--- config.mk ---
export PLATFORM = sky130hd
export DESIGN_NAME = i2c_target_responder
export DESIGN_NICKNAME = d
export VERILOG_FILES = /design/src/rtl/parameter_pkg.sv /design/src/rtl/i2c_bus_sync.sv /design/src/rtl/i2c_target_responder.sv
export SDC_FILE = /design/constraint.sdc
export NUM_CORES = 1
export LEC_CHECK = 0
export CORE_MARGIN = 5
export CORE_UTILIZATION = 53
export CTS_CLUSTER_DIAMETER = 60
export DETAILED_ROUTE_END_ITERATION = 8
export GPL_ROUTABILITY_DRIVEN = 1
export MAX_ROUTING_LAYER = met4
export PLACE_DENSITY_LB_ADDON = 0.1
export SKIP_LAST_GASP = 1
export SLEW_MARGIN = 30
export SYNTH_ARGS = -nofsm -noshare
export SYNTH_HDL_FRONTEND = slang
export SYNTH_HIERARCHICAL = 1
export SYNTH_SLANG_ARGS = --single-unit
export TNS_END_PERCENT = 50
--- constraint.sdc ---
create_clock -name clk_i -period 2.8 [get_ports clk_i]
set_clock_uncertainty 0.1 [all_clocks]
set_input_delay 0.56 -clock clk_i [delete_from_list [all_inputs] [get_ports clk_i]]
set_output_delay 0.56 -clock clk_i [all_outputs]
set_load 0.02 [all_outputs]
--- src/rtl/parameter_pkg.sv ---
// Shared types and widths for the I2C target responder and its bus synchronizer.
package parameter_pkg;

  localparam int I2C_ADDR_WIDTH = 7;
  localparam int I2C_DATA_WIDTH = 8;

  typedef enum logic [2:0] {
    IDLE,
    ADDR,
    ADDR_ACK,
    WR_DATA,
    WR_ACK,
    RD_DATA,
    RD_ACK,
    IGNORE
  } i2c_tgt_state_t;

  typedef enum logic {
    WRITE = 1'b0,
    READ  = 1'b1
  } i2c_op_t;

  // Bit counter advance that holds at the limit instead of wrapping.
  function automatic logic [3:0] sat_inc(input logic [3:0] cnt, input logic [3:0] lim);
    return (cnt >= lim) ? cnt : cnt + 4'd1;
  endfunction

endpackage

--- src/rtl/i2c_bus_sync.sv ---
// Synchronizes SCL/SDA into clk_i and emits registered one-cycle pulses for
// SCL edges and START/STOP conditions. SYNC_STAGES must be at least 2.
module i2c_bus_sync #(
  parameter int SYNC_STAGES = 2
) (
  input  logic clk_i,
  input  logic rst_n_i,
  input  logic scl_i,
  input  logic sda_i,
  output logic scl_rise,
  output logic scl_fall,
  output logic start_det,
  output logic stop_det,
  output logic sda_sync
);

  logic [SYNC_STAGES-1:0] scl_ff;
  logic [SYNC_STAGES-1:0] sda_ff;
  logic scl_s;
  logic sda_s;
  logic scl_q;
  logic sda_q;

  assign scl_s    = scl_ff[SYNC_STAGES-1];
  assign sda_s    = sda_ff[SYNC_STAGES-1];
  assign sda_sync = sda_q;

  // Chains preset to 1 so a freshly reset block sees an idle bus.
  always_ff @(posedge clk_i or negedge rst_n_i) begin
    if (!rst_n_i) begin
      scl_ff    <= '1;
      sda_ff    <= '1;
      scl_q     <= 1'b1;
      sda_q     <= 1'b1;
      scl_rise  <= 1'b0;
      scl_fall  <= 1'b0;
      start_det <= 1'b0;
      stop_det  <= 1'b0;
    end else begin
      scl_ff    <= {scl_ff[SYNC_STAGES-2:0], scl_i};
      sda_ff    <= {sda_ff[SYNC_STAGES-2:0], sda_i};
      scl_q     <= scl_s;
      sda_q     <= sda_s;
      scl_rise  <= scl_s & ~scl_q;
      scl_fall  <= ~scl_s & scl_q;
      start_det <= scl_s & scl_q & sda_q & ~sda_s;
      stop_det  <= scl_s & scl_q & ~sda_q & sda_s;
    end
  end

endmodule

--- src/rtl/i2c_target_responder.sv ---
// I2C target endpoint: decodes START/STOP, matches TARGET_ADDR, streams write
// bytes out and fetches read bytes in. FSM state is exposed on state_o.
module i2c_target_responder
  import parameter_pkg::*;
#(
  parameter logic [6:0] TARGET_ADDR = 7'h22,
  parameter int         SYNC_STAGES = 2,
  parameter int         DATA_WIDTH  = 8
) (
  input  logic                  clk_i,
  input  logic                  rst_n_i,
  input  logic                  scl_i,
  input  logic                  sda_i,
  output logic                  sda_drive_o,
  output logic [DATA_WIDTH-1:0] wr_data_o,
  output logic                  wr_valid_o,
  output logic                  rd_req_o,
  input  logic [DATA_WIDTH-1:0] rd_data_i,
  output logic                  start_o,
  output logic                  stop_o,
  output logic                  busy_o,
  output logic                  rw_o,
  output logic                  nack_o,
  output i2c_tgt_state_t        state_o
);

  localparam logic [3:0] LAST_BIT = 4'(DATA_WIDTH);

  logic scl_rise, scl_fall, start_det, stop_det, sda_sync;

  i2c_bus_sync #(.SYNC_STAGES(SYNC_STAGES)) u_bus_sync (
    .clk_i     (clk_i),
    .rst_n_i   (rst_n_i),
    .scl_i     (scl_i),
    .sda_i     (sda_i),
    .scl_rise  (scl_rise),
    .scl_fall  (scl_fall),
    .start_det (start_det),
    .stop_det  (stop_det),
    .sda_sync  (sda_sync)
  );

  i2c_tgt_state_t state, state_n;
  logic [3:0] bit_cnt, bit_cnt_n;
  logic [DATA_WIDTH-1:0] shreg, shreg_n, wr_data_q, wr_data_n, byte_in;
  logic drive, drive_n;
  i2c_op_t op_q, op_n;
  logic wr_valid_q, wr_valid_n, start_q, start_n, stop_q, stop_n;
  logic busy_q, busy_n, nack_q, nack_n, rd_req;

  assign byte_in = {shreg[DATA_WIDTH-2:0], sda_sync};

  always_ff @(posedge clk_i or negedge rst_n_i) begin
    if (!rst_n_i) begin
      state      <= IDLE;
      bit_cnt    <= '0;
      shreg      <= '0;
      drive      <= 1'b0;
      op_q       <= WRITE;
      wr_data_q  <= '0;
      wr_valid_q <= 1'b0;
      start_q    <= 1'b0;
      stop_q     <= 1'b0;
      busy_q     <= 1'b0;
      nack_q     <= 1'b0;
    end else begin
      state      <= state_n;
      bit_cnt    <= bit_cnt_n;
      shreg      <= shreg_n;
      drive      <= drive_n;
      op_q       <= op_n;
      wr_data_q  <= wr_data_n;
      wr_valid_q <= wr_valid_n;
      start_q    <= start_n;
      stop_q     <= stop_n;
      busy_q     <= busy_n;
      nack_q     <= nack_n;
    end
  end

  // Byte streams carry no back-pressure: wr_valid_o is a one-cycle pulse with
  // wr_data_o stable alongside it, and rd_data_i is captured at the end of the
  // cycle in which rd_req_o is high, so the source must already present it.
  always_comb begin
    state_n    = state;
    bit_cnt_n  = bit_cnt;
    shreg_n    = shreg;
    drive_n    = drive;
    op_n       = op_q;
    wr_data_n  = wr_data_q;
    wr_valid_n = 1'b0;
    start_n    = 1'b0;
    stop_n     = 1'b0;
    busy_n     = busy_q;
    nack_n     = 1'b0;
    rd_req     = 1'b0;
    if (start_det) begin
      state_n   = ADDR;
      bit_cnt_n = '0;
      drive_n   = 1'b0;
      start_n   = 1'b1;
      busy_n    = 1'b1;
    end else if (stop_det) begin
      if (state != IDLE) begin
        state_n   = IDLE;
        bit_cnt_n = '0;
        drive_n   = 1'b0;
        stop_n    = 1'b1;
        busy_n    = 1'b0;
      end
    end else begin
      case (state)
        ADDR: if (scl_rise) begin
          shreg_n   = byte_in;
          bit_cnt_n = sat_inc(bit_cnt, LAST_BIT);
          if (bit_cnt == LAST_BIT - 4'd1) begin
            if (byte_in[DATA_WIDTH-1:1] == TARGET_ADDR) begin
              op_n    = i2c_op_t'(byte_in[0]);
              state_n = ADDR_ACK;
            end else begin
              state_n = IGNORE;
            end
          end
        end
        // drive doubles as the phase flag: first fall asserts ACK, second ends it.
        ADDR_ACK: if (scl_fall) begin
          if (!drive) begin
            drive_n = 1'b1;
          end else if (op_q == READ) begin
            rd_req    = 1'b1;
            shreg_n   = rd_data_i;
            drive_n   = ~rd_data_i[DATA_WIDTH-1];
            bit_cnt_n = 4'd1;
            state_n   = RD_DATA;
          end else begin
            drive_n   = 1'b0;
            bit_cnt_n = '0;
            state_n   = WR_DATA;
          end
        end
        WR_DATA: if (scl_rise) begin
          shreg_n   = byte_in;
          bit_cnt_n = sat_inc(bit_cnt, LAST_BIT);
          if (bit_cnt == LAST_BIT - 4'd1) begin
            wr_data_n  = byte_in;
            wr_valid_n = 1'b1;
            state_n    = WR_ACK;
          end
        end
        WR_ACK: if (scl_fall) begin
          if (!drive) begin
            drive_n = 1'b1;
          end else begin
            drive_n   = 1'b0;
            bit_cnt_n = '0;
            state_n   = WR_DATA;
          end
        end
        RD_DATA: if (scl_fall) begin
          if (bit_cnt == LAST_BIT) begin
            drive_n = 1'b0;
            state_n = RD_ACK;
          end else begin
            drive_n   = ~shreg[DATA_WIDTH-2];
            shreg_n   = {shreg[DATA_WIDTH-2:0], 1'b0};
            bit_cnt_n = sat_inc(bit_cnt, LAST_BIT);
          end
        end
        RD_ACK: begin
          if (scl_rise && sda_sync) begin
            nack_n  = 1'b1;
            state_n = IGNORE;
          end else if (scl_fall) begin
            rd_req    = 1'b1;
            shreg_n   = rd_data_i;
            drive_n   = ~rd_data_i[DATA_WIDTH-1];
            bit_cnt_n = 4'd1;
            state_n   = RD_DATA;
          end
        end
        IDLE, IGNORE: ;
        default: state_n = IDLE;
      endcase
    end
  end

  assign sda_drive_o = drive;
  assign wr_data_o   = wr_data_q;
  assign wr_valid_o  = wr_valid_q;
  assign rd_req_o    = rd_req;
  assign start_o     = start_q;
  assign stop_o      = stop_q;
  assign busy_o      = busy_q;
  assign rw_o        = op_q;
  assign nack_o      = nack_q;
  assign state_o     = state;

endmodule

==> flow_summary_export.csv <==
group,metric,value,unit
clock_network,cts-hold-fix-buffers,0,
place,portBuffers,30,
timing,fin_crit,2.62,ns
place,dp_hpwl,3330,um
clock_network,clock_path_buffers,2,
finish,drive_above_1_share,18.3,%
min_path,hold_path_class,"input port to asynchronous set/reset pin",
critical_path,rr_endpoint,"shreg[3]",
synthesis,yosys_warnings,6,
synthesis,synth_nets,215,
critical_path,crit_fanout,8,
synthesis,synth_top_area_share,40.3,%
critical_path,cpMaxStageDelayCell,"clkdlybuf4s50_1",
synthesis,synth_top_area_cell,"dfrtp_1",
timing,relSlewSlack,60.8,%
grt,met3_usage,4.02,%
die,row_count,22,
routing,drt_drc_violations_left,0,
synthesis,synth_edf_count,0,
synthesis,synth-async-reset-ratio,100,%
critical_path,worst-setup-path-type,"flop to output pin",
grt,grtUsageTotal,20.4,%
critical_path,worst_setup_path_end_kind,"output pin",
critical_path,crit_family,"buffers and inverters",
finish,area_growth,23.3,%
die,initial_core_util,55.1,%
synthesis,synth_cells,201,
timing,fin_tns_setup,0,ns
timing,rsz0062_at_grt,"false",
synthesis,syn-cell-area,2050,um2
grt,grt_use_met2,31.9,%
synthesis,avgSynthCellArea,10.2,um2
grt,busiest_layer,"met2",
die,ios,31,
flow_run,drv_cap,0,
critical_path,critical_path.max_stage_delay,0.65,ns
die,core_area,3720,um2
critical_path,critPathBufInv,1,
synthesis,synth_common_cells,"33 x dfrtp_1, 32 x nand2_1, 17 x mux2_2",
clock_network,cts_tree,"yes",
pwr,ir_drop,0.000502,V
critical_path,r2r_slack,0.47,ns
routing,drtPass1Iterations,4,
routing,vias,1692,
grt,gr-total-overflow,0,
die,die-area,5210,um2
timing,fin_crit_sh,93.6,%
critical_path,regToRegStartpoint,"state_o[1]",
finish,diodes,0,
synthesis,synth.most_common_cell,"dfrtp_1",
finish,nets,248,
clock_network,path_clk_slew,0.08,ns
grt,antenna_found_initial,0,
routing,ant_nets,0,
grt,grt_pass1_vias,1685,
die,die_h,72.2,um
run_status,status,"finished clean",
finish,nFillCells,303,
pwr,p_total,2.41,mW
clock_network,cts.sinks,39,
pwr,p_leak,1.09,nW
timing,hold_viol,0,
clock_network,insertion_delay,0.29,ns
grt,grt_pass1_wl,8160,um
place,place.gp.congestion,0.858,
clock_network,numCtsBuffers,5,
synthesis,seq_area_frac_synth,48.0,%
pwr,powerDensity,955,nW/um2
critical_path,critPathRequiredTime,2.14,ns
clock_network,htreeDepth,2,
clock_network,cts-root-buf,"clkbuf_8",
grt,grt_max_degree,40,
routing,wl_per_cell,16.5,um
synthesis,synth_ff_type,"dfrtp_1",
timing,fmax,382,MHz
routing,drt_wl_total,4670,um
clock_network,cts_setup_buffers,0,
timing,setup_viol,0,
grt,use_met1,26.6,%
synthesis,ys_ff_latch,39,
die,die_w,72.2,um
timing,finalMaxSlewViolations,0,
routing,drt_iter0_markers,176,
clock_network,post_cts_resized,0,
critical_path,path_cells,"nand2_1 -> nor2_1 -> a21oi_1 -> nor4_1 -> clkdlybuf4s50_1",
critical_path,r2r_cells,6,
critical_path,crit_path_start_kind,"flop",
synthesis,ys_types,48,
routing,post_drt_via_cell_ratio,5.98,
synthesis,synthTopCellsByArea,"dfrtp_1 40%, mux2_2 9.3%, dfstp_2 7.7%",
timing,worst_pin_slew,0.588,ns
critical_path,crit_arrival,1.96,ns
[through the flow]
stage / hold WS, ns / std cells / instance area, um2 / worst slack (ns) / util, %
2_1_floorplan: 0.164 / 201 / 2050 / 0.332 / -
3_3_place_gp: 0.248 / 275 / 2400 / 0.526 / 64.6
3_5_place_dp: 0.249 / 275 / 2400 / 0.493 / 64.6
4_1_cts: 0.262 / 283 / 2520 / 0.179 / 67.9
5_1_grt: 0.158 / 283 / 2530 / 0.0690 / 68.0
6_report: 0.117 / 283 / 2530 / 0.180 / 68.0
[how the worst max path moves through the flow]
stage	start	end	slack, ns	cells past startpoint
3_3_place_gp	state_o[1]	shreg[4]	0.53	6
2_1_floorplan	state_o[2]	rd_req_o	0.33	4
6_report	rw_o	rd_req_o	0.18	5
3_5_place_dp	state_o[1]	shreg[2]	0.49	6
4_1_cts	rw_o	rd_req_o	0.18	5
5_1_grt	rw_o	rd_req_o	0.07	5
[layout by cell type, fill, tap and decap left out, types with 4 or more instances in the layout]
cell type         n
dfrtp_1          33
nor2_1           14
inv_1             5
clkbuf_8          6
dfstp_2           6
nand2_1          32
nand3_1           5
nor2b_1           5
nor3_1            5
clkdlybuf4s50_1  29
a21oi_1           4
o211ai_1          4
o21ai_0           5
buf_4             7
mux2_2           17
[registers in the layout, indices dropped and copies added (netlist names), 2 cells and up]
register and flops:
u_bus_sync/scl_ff 2, u_bus_sync/sda_ff 2, bit_cnt 4, state_o 3
wr_data_o 8, shreg 7
[worst register-to-register path, cell delays in order, from the launching register on]
cell,delay [ns]
dfrtp_1,0.39
buf_4,0.20
and2b_1,0.26
a22o_1,0.15
nand2_1,0.08
a2111oi_4,0.63
mux2_2,0.41
[cells by family after synthesis]
group / synth area share [%]
AND/OR/NAND/NOR: 22.1
AO/OA/AOI/OAI: 16.2
flip-flops: 48.0
multiplexers: 9.35
buffers and inverters: 3.18
adder cells (fa/ha/maj): 1.22
[layout make-up]
cell class                 count  area [um2]  share of cell area, %
clock buffer                   6        82.6                   3.27
clock inverter                 2        38.8                   1.54
inverter                       5        18.8                  0.743
multi-input combinational    147        1000                   39.6
sequential                    39         983                   38.9
tap                           48        60.1                   2.38
timing repair buffer          36         343                   13.6
[report_power, final]
part	internal, mW	leakage [nW]	switching [mW]
Combinational	0.485	0.529	0.622
Sequential	0.678	0.497	0.129
Clock	0.293	0.0618	0.204
Total	1.46	1.09	0.955
[layer usage]
layer | routed length, um | part of all wire (%)
met5 | 0 | 0
met1 | 2120 | 45
met3 | 260 | 5.6
met4 | 68 | 1.5
met2 | 2220 | 48
Power figures use the tool's default switching activity.
